`src/rtl/fnd_scan_n.sv`:
```
// Multiplexed 7-segment driver: scans NUM_DIGITS digits off a built-in refresh divider.
// Optional leading-zero suppression is enabled by defining FND_LZS_EN.
module fnd_scan_n #(
   parameter int NUM_DIGITS = 4,
   parameter int CLK_HZ     = 100000000,
   parameter int SCAN_HZ    = 960
) (
   input  logic                    clk,
   input  logic                    rst_n,
   input  logic [4*NUM_DIGITS-1:0] hex_value,
   input  logic [NUM_DIGITS-1:0]   digit_en,
   input  logic [NUM_DIGITS-1:0]   dp,
   input  logic                    blank,
   output logic [7:0]              SEG,
   output logic [NUM_DIGITS-1:0]   DIGIT,
   output logic                    scan_tick
);

   localparam int DIV = CLK_HZ / SCAN_HZ;
   localparam int CW  = (DIV > 1) ? $clog2(DIV) : 1;
   localparam int IW  = (NUM_DIGITS > 1) ? $clog2(NUM_DIGITS) : 1;

   if (DIV < 2) begin : g_div_chk
      $error("fnd_scan_n: CLK_HZ/SCAN_HZ must be at least 2");
   end
   if (NUM_DIGITS < 1 || NUM_DIGITS > 8) begin : g_nd_chk
      $error("fnd_scan_n: NUM_DIGITS must be in 1..8");
   end

   function automatic logic [6:0] seg7(input logic [3:0] h);
      case (h)
         4'h0: seg7 = 7'h7E;
         4'h1: seg7 = 7'h30;
         4'h2: seg7 = 7'h6D;
         4'h3: seg7 = 7'h79;
         4'h4: seg7 = 7'h33;
         4'h5: seg7 = 7'h5B;
         4'h6: seg7 = 7'h5F;
         4'h7: seg7 = 7'h70;
         4'h8: seg7 = 7'h7F;
         4'h9: seg7 = 7'h73;
         4'hA: seg7 = 7'h77;
         4'hB: seg7 = 7'h1F;
         4'hC: seg7 = 7'h4E;
         4'hD: seg7 = 7'h3D;
         4'hE: seg7 = 7'h4F;
         default: seg7 = 7'h47;
      endcase
   endfunction

   logic [CW-1:0]         cnt_q, cnt_d;
   logic [IW-1:0]         idx_q, idx_d;
   logic [7:0]            seg_q, seg_d;
   logic [NUM_DIGITS-1:0] digit_q, digit_d;
   logic                  tick_q, tick_d;
   logic                  tick;
   logic [IW-1:0]         sel;
   logic [3:0]            hex_sel;
   logic                  supp;

   // sel is the digit the next tick moves to, so outputs and index land together
   always_comb begin
      tick    = (cnt_q == CW'(DIV - 1));
      sel     = (idx_q == IW'(NUM_DIGITS - 1)) ? '0 : idx_q + IW'(1);
      hex_sel = hex_value[4*int'(sel) +: 4];
      supp    = 1'b0;
`ifdef FND_LZS_EN
      begin
         logic higher_nz;
         higher_nz = 1'b0;
         for (int j = 0; j < NUM_DIGITS; j++) begin
            if (j > int'(sel) && digit_en[j] && hex_value[4*j +: 4] != 4'h0)
               higher_nz = 1'b1;
         end
         supp = (sel != '0) && (hex_sel == 4'h0) && !higher_nz;
      end
`endif
   end

   always_comb begin
      cnt_d   = cnt_q + CW'(1);
      idx_d   = idx_q;
      seg_d   = seg_q;
      digit_d = digit_q;
      tick_d  = 1'b0;
      if (tick) begin
         cnt_d   = '0;
         idx_d   = sel;
         tick_d  = 1'b1;
         digit_d = ~(NUM_DIGITS'(1) << sel);
         if (blank || !digit_en[sel])
            seg_d = 8'h00;
         else if (supp)
            seg_d = {7'h00, dp[sel]};
         else
            seg_d = {seg7(hex_sel), dp[sel]};
      end
   end

   always_ff @(posedge clk or negedge rst_n) begin
      if (!rst_n) begin
         cnt_q   <= '0;
         idx_q   <= IW'(NUM_DIGITS - 1);
         seg_q   <= 8'h00;
         digit_q <= '1;
         tick_q  <= 1'b0;
      end else begin
         cnt_q   <= cnt_d;
         idx_q   <= idx_d;
         seg_q   <= seg_d;
         digit_q <= digit_d;
         tick_q  <= tick_d;
      end
   end

   assign SEG       = seg_q;
   assign DIGIT     = digit_q;
   assign scan_tick = tick_q;

endmodule

```
`config.mk`:
```
export PLATFORM = sky130hd
export DESIGN_NAME = fnd_scan_n
export DESIGN_NICKNAME = d
export VERILOG_FILES = /design/src/rtl/fnd_scan_n.sv
export SDC_FILE = /design/constraint.sdc
export NUM_CORES = 1
export LEC_CHECK = 0
export ABC_AREA = 1
export CAP_MARGIN = 20
export CORE_UTILIZATION = 32
export CTS_CLUSTER_SIZE = 12
export DETAILED_ROUTE_END_ITERATION = 6
export PLACE_DENSITY = 0.64
export RECOVER_POWER = 50
export SETUP_SLACK_MARGIN = 0.1
export SLEW_MARGIN = 25
export SYNTH_ARGS = -nofsm -noshare
export SYNTH_HDL_FRONTEND = slang
export SYNTH_SLANG_ARGS = --single-unit
```
`constraint.sdc`:
```
create_clock -name clk -period 3.99 [get_ports clk]
set_input_delay 0.5985 -clock clk [delete_from_list [all_inputs] [get_ports clk]]
set_output_delay 0.5985 -clock clk [all_outputs]
set_load 0.01 [all_outputs]
```
==> results of run 1 <==
-- power groups by stage --
stage / Sequential, mW / Clock [mW] / Combinational, mW
floorplan: 0.331 / 0 / 0.0253
detailed placement: 0.331 / 0 / 0.0636
finish: 0.324 / 0.256 / 0.0624
global placement: 0.331 / 0 / 0.0635
CTS: 0.324 / 0.267 / 0.0639
global route: 0.324 / 0.285 / 0.0706
-- worst max-delay path by stage --
stage	start	to	slack, ns	depth (start not counted)
4_1_cts	idx_q[0]$_DFFE_PN1P_	SEG[6]$_DFFE_PN0P_	1.63	13
5_1_grt	rst_n	SEG[5]$_DFFE_PN0P_	1.23	2
6_report	idx_q[0]$_DFFE_PN1P_	SEG[6]$_DFFE_PN0P_	1.64	13
3_5_place_dp	idx_q[0]$_DFFE_PN1P_	SEG[6]$_DFFE_PN0P_	1.68	13
2_1_floorplan	idx_q[0]$_DFFE_PN1P_	SEG[4]$_DFFE_PN0P_	1.87	14
3_3_place_gp	idx_q[0]$_DFFE_PN1P_	SEG[6]$_DFFE_PN0P_	1.73	13
-- per-stage QoR --
stage | util, % | cell area, µm² | std cells | setup WS, ns
5_1_grt | 41.46 | 2648 | 412 | 1.228
3_3_place_gp | 40.40 | 2580 | 404 | 1.734
2_1_floorplan | - | 2132 | 292 | 1.866
3_5_place_dp | 40.40 | 2580 | 404 | 1.678
6_report | 41.46 | 2648 | 412 | 1.640
4_1_cts | 41.85 | 2673 | 412 | 1.634
-- metal layers --
layer	vias to the layer above	track usage (%)	share of wire (%)
met5	-	0	0
met4	0	4.931	1.4
met3	5	3.462	4.5
met2	48	25.35	47
met1	868	18.55	47
li1	1009	-	-
-- logic make-up (layout without fill, tap and decap cells) --
group	after synthesis	in the layout	share of synthesized area, %
XOR/XNOR	5	5	2.054
flip-flops	32	32	37.91
buffers and inverters	41	84	8.509
AND/OR/NAND/NOR	176	176	37.03
AO/OA/AOI/OAI	26	26	7.453
adder cells (fa/ha/maj)	12	12	7.042
-- worst max-delay path, cell delays in order, from the launching register on --
cell,delay [ns]
dfstp_2,0.59
inv_2,0.07
ha_1,0.42
inv_2,0.17
nand3_1,0.10
nand2_1,0.16
inv_1,0.09
ha_1,0.27
inv_1,0.08
nand2_1,0.07
nand2_1,0.06
nand2_1,0.05
nand2_1,0.05
nand2_1,0.05
-- cell type report --
class	count	area, µm²	area share [%]
sequential	32	808.3	30.53
inverter	36	135.1	5.104
clock buffer	5	68.82	2.599
timing repair buffer	40	394.1	14.89
tap	77	96.34	3.639
multi-input combinational	219	1121	42.34
clock inverter	3	23.77	0.8979
-- cells in the mapped netlist, drive strengths merged, types with 2 or more instances --
cell   number  area share [%]
xor2        3             1.2
nand3      36             9.0
xnor2       2            0.82
ha         12             7.0
dfstp       6             7.4
nor2       26             6.5
inv        36             6.3
nand4       2            0.59
o21ai      15             4.2
nand2     105              19
a21oi       7             1.6
buf         5             2.2
dfrtp      26              31
nor3        6             1.4
-- state kept, by name (all words and copies together) (netlist names) --
register,flops
DIGIT,4
cnt_q,17
idx_q,2
scan_tick,1
SEG,8
==> key figures, run 1 <==
Final layout
  – Most frequent cells in the layout: 99 x nand2_1, 38 x clkdlybuf4s50_1, 35 x nand3_1
  – FILL cells: 688
  – Area growth syn-to-layout: 24.18%
  – Most common cell after layout, fill and taps aside: nand2_1
  – Ant. Diodes: 0
  – Net count reported at finish: 373
  – Share of cells above drive strength 1: 10.45%

STA
  – Final Cycle Share: 58.90%
  – Minimum clock period: 2.350 ns
  – Slew @ Worst Pin: 1.717 ns
  – Setup TNS after final layout: 0 ns
  – Final slew viol count: 33
  – Max-Slew Margin vs Limit: -14.47%
  – Fin Clk Skew: 0.008920 ns
  – Final hold vios: 0
  – Hold_ws: 0.4834 ns
  – Fmax: 0.4255 GHz
  – RSZ-0062 raised after global routing: false
  – Final setup fails: 0

Power
  – Comb power frac: 9.7%
  – Final Power: 642.9 µW
  – Clock network power share: 39.8%
  – VDD IR-drop max: 0.1353 mV
  – Reg power frac: 50.5%
  – Cell Int Power: 480.2 µW
  – Switching share of power: 25.31%
  – Power Dens Cells: 242.8 nW/µm²
  – LEAKAGE: 1.203 nW
  – Psw: 162.7 µW

Floorplanning
  – Chip height: 83.63 µm
  – Rows: 29
  – I/O Pins: 40
  – Initial core utilization: 33.39%
  – Die ar.: 6993 µm²
  – Core area: 6386 µm²
  – Die Wd: 83.63 µm

Hold path
  – Hold depth: 2
  – Hold Path Class: reg -> reg
  – Worst Hold Launch: SEG[3]$_DFFE_PN0P_
  – WHS Endpoint: SEG[3]$_DFFE_PN0P_

Setup path
  – CP arrival: 2.53 ns
  – Worst Path Max Fanout: 10
  – Worst Path Required: 4.17 ns
  – Worst setup path class: reg -> reg
  – Critical Path Start Type: register
  – Worst flop-to-flop path startpoint: idx_q[0]$_DFFE_PN1P_
  – R2R cell count: 13
  – Critical path endpoint category: register
  – Flop-to-flop setup slack: 1.64 ns
  – Reg-to-reg endpoint: SEG[6]$_DFFE_PN0P_

Detailed routing
  – First-pass detailed-route iteration total: 4
  – Via count: 1930
  – # DRC: 0
  – Final wirelength: 4622 µm
  – Routed WL per cell: 11.22 µm
  – Antenna Violating Nets Remaining: 0
  – DRT iter0 DRCs: 92
  – Via/cell ratio: 4.684

Clock tree
  – CTS Hold Buffers Added: 0
  – CTS tree: built
  – Clk_lat worst skew: 0.29 ns
  – Clock Tree Root: clkbuf_8
  – Sinks on Clock Net: 32
  – Longest Clk Path Bufs: 2
  – Worst-path clk slew: 0.08 ns
  – CTS Buf Count: 5
  – Setup Fix Bufs, Post-CTS: 0
  – CTS resizes: 0
  – H-tree levels: 2

Global route
  – Vias in the first global route: 1966
  – GRT overflow: 0
  – Initial antenna violation count: 0
  – Total track usage: 14.90%
  – Largest net degree at the start of global routing: 33
  – First-pass GRT wire length: 8542 µm

Synthesis
  – Synth warnings: 0
  – Mapped Cells: 292
  – Sequential share of the synthesized area: 37.91%
  – Asr flop ratio synth: 100.0%
  – Post-synthesis cell area: 2132 µm²
  – Cell variety after synth: 29
  – Main flop type after synthesis: dfrtp_1
  – Post-Syn Nets: 331
  – Flops & latches, synth: 32
  – Number of synthesized flops with an enable pin: 0
  – Mean Syn Cell Area: 7.302 µm²

Placement
  – I/O Buffers: 39
  – Placer Congestion: 0.8350
  – Dpl hpwl: 3577 µm

Run status
  – Status: complete, but fails checks
  – Failing checks: max-capacitance violations, max-slew violations

Run
  – Max-Cap Viols: 1
Note: power is estimated with default switching activity, not from simulation.
==> inputs of run 2 (changes only) <==
==> constraint.sdc (replaced) <==
create_clock -name clk -period 2.3 [get_ports clk]
set_input_delay 0.345 -clock clk [delete_from_list [all_inputs] [get_ports clk]]
set_output_delay 0.345 -clock clk [all_outputs]
set_load 0.01 [all_outputs]
==> run 2 against run 1 <==
  * The flow now finishes without violations
  * Cell count is 1.9% higher
  * Via count is 1.3% higher
  * Register-to-register slack lost 1.4 ns
  * Clock power increased by 70%
  * Die area unchanged
  * Largest cell class unchanged
  * Clock skew down 0.00063 ns
  * Critical path depth is 2 lower
  * Power grew 72%
  * Setup slack lost 1.4 ns
  * Flip-flop and latch count stayed put
  * Utilization is 1.6 points higher
  * Non-clock buffer count up 8
==> key figures, run 2 (synthesized netlist as in run 1, its figures left out) <==
Run status
  – Status: complete, no violations

Hold path
  – WHS Endpoint: DIGIT[3]$_DFFE_PN1P_
  – Hold Path Class: reg -> reg
  – Hold depth: 2 (unchanged)
  – Worst Hold Launch: DIGIT[3]$_DFFE_PN1P_

Power
  – Comb power frac: 9.9% (+0.2 points)
  – Switching share of power: 24.64% (-0.67 points)
  – Cell Int Power: 835.7 µW (+74%)
  – Reg power frac: 50.8% (+0.3 points)
  – Psw: 273.2 µW (+68%)
  – Clock network power share: 39.3% (-0.5 points)
  – VDD IR-drop max: 0.2384 mV (+76%)
  – Power Dens Cells: 403.0 nW/µm² (+66%)
  – LEAKAGE: 1.281 nW (+6.5%)

Setup path
  – Worst setup path class: reg -> reg
  – Worst flop-to-flop path startpoint: idx_q[0]$_DFFE_PN1P_
  – WP buf/inv: 3 (-1)
  – Flop-to-flop setup slack: 0.26 ns (-1.38 ns)
  – CP max-delay cell: dfstp_2
  – Cell Chain, Critical Path: ha_2, inv_1, nand2_4, buf_4, nand2_1, nand3_1, nand2_1, inv_1, nand3_1, nand3_1, nand2_1
  – Worst Path Max Fanout: 11 (+1)
  – Crit-path max cell delay: 0.58 ns (about the same)
  – Cell family with most CP delay: simple AND/OR/NAND/NOR gates
  – Critical Path Start Type: register
  – Reg-to-reg endpoint: SEG[1]$_DFFE_PN0P_
  – Worst Path Required: 2.48 ns (-1.69 ns)
  – Critical path endpoint category: register
  – CP arrival: 2.22 ns (-0.31 ns)
  – R2R cell count: 11 (-2)

Floorplanning
  – Initial core utilization: 33.39% (unchanged)
  – Die Wd: 83.63 µm (unchanged)
  – Die ar.: 6993 µm² (unchanged)
  – I/O Pins: 40 (unchanged)
  – Chip height: 83.63 µm (unchanged)
  – Rows: 29 (unchanged)
  – Core area: 6386 µm² (unchanged)

Global route
  – Total track usage: 14.63% (-0.27 points)
  – Largest net degree at the start of global routing: 33 (unchanged)
  – Vias in the first global route: 1840 (-6.4%)
  – GRT overflow: 0 (unchanged)
  – Initial antenna violation count: 0 (unchanged)
  – First-pass GRT wire length: 8231 µm (-3.6%)

STA
  – Hold_ws: 0.4797 ns (-0.003744 ns)
  – RSZ-0062 raised after global routing: false
  – Final hold vios: 0 (unchanged)
  – Final setup fails: 0 (unchanged)
  – Final slew viol count: 0 (-100%)
  – Final Cycle Share: 88.66% (+30 points)
  – Max-Slew Margin vs Limit: 46.63% (+61 points)
  – Fin Clk Skew: 0.008289 ns (-0.0006313 ns)
  – Final setup margin: 0.2609 ns (-1.379 ns)
  – Fmax: 0.4904 GHz (+15%)
  – Minimum clock period: 2.039 ns (-0.3112 ns)
  – Setup TNS after final layout: 0 ns (unchanged)
  – Slew @ Worst Pin: 0.8005 ns (-0.9166 ns)

Run
  – Max-Cap Viols: 0 (-1)

Detailed routing
  – # DRC: 0 (unchanged)
  – First-pass detailed-route iteration total: 6 (+2)
  – Final wirelength: 4742 µm (+2.6%)
  – Via count: 1956 (+1.3%)
  – Via/cell ratio: 4.657 (-0.58%)
  – Antenna Violating Nets Remaining: 0 (unchanged)
  – DRT iter0 DRCs: 97 (+5.4%)
  – Routed WL per cell: 11.29 µm (+0.64%)

Clock tree
  – Worst-path clk slew: 0.08 ns (about the same)
  – CTS tree: built
  – H-tree levels: 2 (unchanged)
  – CTS Buf Count: 5 (unchanged)
  – CTS Hold Buffers Added: 0 (unchanged)
  – Clock Tree Root: clkbuf_8
  – Sinks on Clock Net: 32 (unchanged)
  – Clk_lat worst skew: 0.29 ns (about the same)
  – Longest Clk Path Bufs: 2 (unchanged)

Final layout
  – Ant. Diodes: 0 (unchanged)
  – FILL cells: 653 (-5.1%)
  – Area growth syn-to-layout: 29.05%
  – Most frequent cells in the layout: 98 x nand2_1, 38 x clkdlybuf4s50_1, 35 x nand3_1
  – Max FFs per register: 17 (unchanged)
  – Reg with most FFs: cnt_q
  – Share of cells above drive strength 1: 13.70% (+3.3 points)
  – Most common cell after layout, fill and taps aside: nand2_1
  – Net count reported at finish: 381 (+2.1%)

Placement
  – Dpl hpwl: 3622 µm (+1.3%)
  – Post-place setup slack: 0.1072 ns (-1.571 ns)
  – Placer Congestion: 0.8797 (+5.4%)
  – I/O Buffers: 39 (unchanged)
## run 2: repair_timing
action,4_1_cts,5_1_grt
setup endpoints to repair,2,7
gates resized for setup,1,6
buffers inserted,0,5
cloned,0,0
pin swaps,0,1
## run 2: metrics by stage
step,util [%],total power [mW],std cells,cell area [µm²]
floorplan,-,0.6175,292,2132
global placement,40.75,0.6849,407,2603
detailed placement,40.75,0.6846,407,2603
CTS,42.18,1.126,415,2694
global route,43.08,1.162,420,2751
finish,43.08,1.109,420,2751
## run 2: power groups by stage
stage / Combinational, mW / Clock, mW / Sequential, mW
2_1_floorplan: 0.0439 / 0 / 0.574
3_3_place_gp: 0.112 / 0 / 0.573
3_5_place_dp: 0.111 / 0 / 0.573
4_1_cts: 0.112 / 0.452 / 0.563
5_1_grt: 0.124 / 0.475 / 0.563
6_report: 0.110 / 0.436 / 0.563
## run 2: worst min-delay path: stages (launching register included)
cell and delay [ns]:
dfstp_2 0.37, nand2_1 0.06, o21ai_2 0.05
## run 2: area by class of cell
type                            count  area [µm²]  area share [%]
Multi-Input combinational cell    219        1165           42.34
Sequential cell                    32       808.3           29.38
Timing Repair Buffer               48       455.4           16.55
Inverter                           36       137.6           5.002
Tap cell                           77       96.34           3.502
Clock buffer                        6       72.57           2.638
Clock inverter                      2       16.27          0.5912
## run 2: per-layer routing
layer  track usage (%)  vias up  routed length (µm)
met5                 0        -                   0
met4             4.622        0                  24
met3             3.660        2                 174
met2             24.83       40                2263
met1             18.19      887                2280
li1                  -     1027                   -
## run 2: how the worst max path moves through the flow
| stage | from | to | cells past startpoint |
|---|---|---|---|
| 3_5_place_dp | idx_q[0]$_DFFE_PN1P_ | SEG[6]$_DFFE_PN0P_ | 13 |
| 3_3_place_gp | idx_q[0]$_DFFE_PN1P_ | SEG[6]$_DFFE_PN0P_ | 13 |
| 5_1_grt | idx_q[0]$_DFFE_PN1P_ | SEG[6]$_DFFE_PN0P_ | 13 |
| 2_1_floorplan | idx_q[0]$_DFFE_PN1P_ | SEG[4]$_DFFE_PN0P_ | 14 |
| 4_1_cts | idx_q[0]$_DFFE_PN1P_ | SEG[6]$_DFFE_PN0P_ | 13 |
| 6_report | idx_q[0]$_DFFE_PN1P_ | SEG[1]$_DFFE_PN0P_ | 11 |
==> inputs of run 3 (changes only) <==
--- a/config.mk
+++ b/config.mk
@@ -7,12 +7,14 @@
 export LEC_CHECK = 0
 export ABC_AREA = 1
 export CAP_MARGIN = 20
+export CORE_MARGIN = 4
 export CORE_UTILIZATION = 32
 export CTS_CLUSTER_SIZE = 12
 export DETAILED_ROUTE_END_ITERATION = 6
 export PLACE_DENSITY = 0.64
 export RECOVER_POWER = 50
 export SETUP_SLACK_MARGIN = 0.1
+export SKIP_CTS_REPAIR_TIMING = 1
 export SLEW_MARGIN = 25
 export SYNTH_ARGS = -nofsm -noshare
 export SYNTH_HDL_FRONTEND = slang
==> run 3 against run 2 <==
  * Register-to-register slack worse by 0.02 ns
  * Sequential share of layout area is 0.25 points lower
  * Clock skew fell by 0.0046 ns
  * Maximum frequency down 0.96%
  * Sequential power about the same
  * Highest routed layer unchanged
  * Largest cell class unchanged
  * Largest power group unchanged
  * Clock power grew 9.2%
==> key figures, run 3 (synthesized netlist as in run 1, its figures left out) <==
Run status
  – Status: complete, no violations

Floorplanning
  – Chip height: 89.63 µm (+7.2%)
  – Initial core utilization: 33.20% (-0.19 points)
  – I/O Pins: 40 (unchanged)
  – Rows: 29 (unchanged)
  – Core area: 6422 µm² (+0.57%)
  – Die ar.: 8033 µm² (+15%)
  – Die Wd: 89.63 µm (+7.2%)

Clock tree
  – Clock Tree Root: clkbuf_8
  – CTS Buf Count: 5 (unchanged)
  – Sinks on Clock Net: 32 (unchanged)
  – H-tree levels: 2 (unchanged)
  – Worst-path clk slew: 0.07 ns (about the same)
  – Longest Clk Path Bufs: 2 (unchanged)
  – Clk_lat worst skew: 0.28 ns (about the same)
  – CTS tree: built

Setup path
  – CP arrival: 2.23 ns (about the same)
  – Cell Chain, Critical Path: inv_2, ha_4, inv_2, nand3_1, nand2_2, inv_1, ha_1, inv_1, nand2_1, nand2_1, nand2_1, nand2_1, nand2_1
  – Worst Path Max Fanout: 6 (-5)
  – Critical Path Start Type: register
  – Worst setup path class: reg -> reg
  – Crit-path max cell delay: 0.59 ns (about the same)
  – Critical path endpoint category: register
  – CP most frequent cell: nand2_1
  – CP max-delay cell: dfstp_2
  – Worst Path Required: 2.48 ns (about the same)

Global route
  – Initial antenna violation count: 0 (unchanged)
  – Largest net degree at the start of global routing: 33 (unchanged)
  – GRT overflow: 0 (unchanged)
  – First-pass GRT wire length: 8487 µm (+3.1%)
  – Vias in the first global route: 1900 (+3.3%)
  – Total track usage: 13.63% (-1.0 points)

STA
  – Final hold vios: 0 (unchanged)
  – RSZ-0062 raised after global routing: true
  – Minimum clock period: 2.059 ns (+0.01984 ns)
  – Slew @ Worst Pin: 0.7585 ns (-0.04208 ns)
  – Final Cycle Share: 89.52% (+0.86 points)
  – Final setup fails: 0 (unchanged)
  – Setup TNS after final layout: 0 ns (unchanged)
  – Final slew viol count: 0 (unchanged)
  – Fmax: 0.4857 GHz (-0.96%)
  – Fin Clk Skew: 0.003713 ns (-0.004576 ns)
  – Max-Slew Margin vs Limit: 49.44% (+2.8 points)
  – Hold_ws: 0.4803 ns (+0.0005810 ns)

Final layout
  – Ant. Diodes: 0 (unchanged)
  – Most frequent cells in the layout: 98 x nand2_1, 38 x clkdlybuf4s50_1, 35 x nand3_1
  – Reg with most FFs: cnt_q
  – Net count reported at finish: 383 (+0.52%)
  – Max FFs per register: 17 (unchanged)
  – Most common cell after layout, fill and taps aside: nand2_1
  – FILL cells: 636 (-2.6%)
  – Share of cells above drive strength 1: 14.20% (+0.50 points)
  – Area growth syn-to-layout: 30.16%

Detailed routing
  – # DRC: 0 (unchanged)
  – Via/cell ratio: 4.666 (+0.19%)
  – Met1 wire length: 2297 µm (+0.75%)
  – Antenna Violating Nets Remaining: 0 (unchanged)
  – Routed WL per cell: 11.94 µm (+5.7%)
  – DRT iter0 DRCs: 121 (+25%)
  – Met3 routed WL: 280 µm (+61%)
  – Final wirelength: 5037 µm (+6.2%)
  – Via count: 1969 (+0.66%)
  – Uppermost layer routed: met4
  – First-pass detailed-route iteration total: 4 (-2)
  – Met2 wire len: 2316 µm (+2.3%)

Placement
  – I/O Buffers: 39 (unchanged)
  – Dpl hpwl: 3857 µm (+6.5%)
  – Placer Congestion: 0.9278 (+5.5%)

Hold path
  – Hold Path Class: reg -> reg

Run
  – Max-Cap Viols: 0 (unchanged)

Power
  – Power Dens Cells: 415.4 nW/µm² (+3.1%)
  – VDD IR-drop max: 0.1916 mV (-20%)
  – LEAKAGE: 1.299 nW (+1.4%)
-- run 3: power breakdown --
group / internal [mW] / switching, mW
Combinational: 0.0599 / 0.0539
Clock: 0.273 / 0.203
Sequential: 0.563 / 0
-- run 3: per-stage QoR --
| step | cells | worst slack (ns) | area [µm²] | power [mW] | utilization, % |
|---|---|---|---|---|---|
| global placement | 408 | 0.1790 | 2610 | 0.6856 | 40.64 |
| detailed placement | 408 | 0.1140 | 2610 | 0.6856 | 40.64 |
| CTS | 416 | 0.09613 | 2710 | 1.171 | 42.20 |
| floorplan | 292 | 0.1759 | 2132 | 0.6175 | - |
| finish | 422 | 0.2410 | 2775 | 1.153 | 43.21 |
| global route | 422 | 0.08089 | 2775 | 1.216 | 43.21 |
-- run 3: worst max-delay path: cells and delay by family, from the launching register on --
| family | cells | cell delay (ns) |
|---|---|---|
| buffers and inverters | 4 | 0.31 |
| AND/OR/NAND/NOR | 7 | 0.51 |
| flip-flops | 1 | 0.59 |
| adder cells (fa/ha/maj) | 2 | 0.54 |
-- run 3: routing by layer --
layer  track usage, %  vias to the layer above
li1                 -                     1024
met1            16.46                      878
met2            22.27                       55
met3            3.832                       12
met4            6.631                        0
met5                0                        -
-- run 3: path summary, 6_finish.rpt --
path | start | endpoint | slack [ns] | cells past startpoint
setup / recovery | idx_q[0]$_DFFE_PN1P_ | SEG[6]$_DFFE_PN0P_ | 0.24 | 13
hold / removal | DIGIT[3]$_DFFE_PN1P_ | DIGIT[3]$_DFFE_PN1P_ | 0.48 | 2
setup reg to reg | idx_q[0]$_DFFE_PN1P_ | SEG[6]$_DFFE_PN0P_ | 0.24 | 13
hold reg to reg | DIGIT[3]$_DFFE_PN1P_ | DIGIT[3]$_DFFE_PN1P_ | 0.48 | 2
max in group asynchronous | rst_n | cnt_q[4]$_DFF_PN0_ | 1.15 | 2
min in group asynchronous | rst_n | cnt_q[6]$_DFF_PN0_ | 0.66 | 2
-- run 3: final cells by class --
cell class                 count  area (µm²)  share of cell area [%]
timing repair buffer          50       470.5                   16.95
sequential                    32       808.3                   29.13
multi-input combinational    219        1165                   41.97
tap                           77       96.34                   3.472
inverter                      36       135.1                   4.869
clock buffer                   8       100.1                   3.607
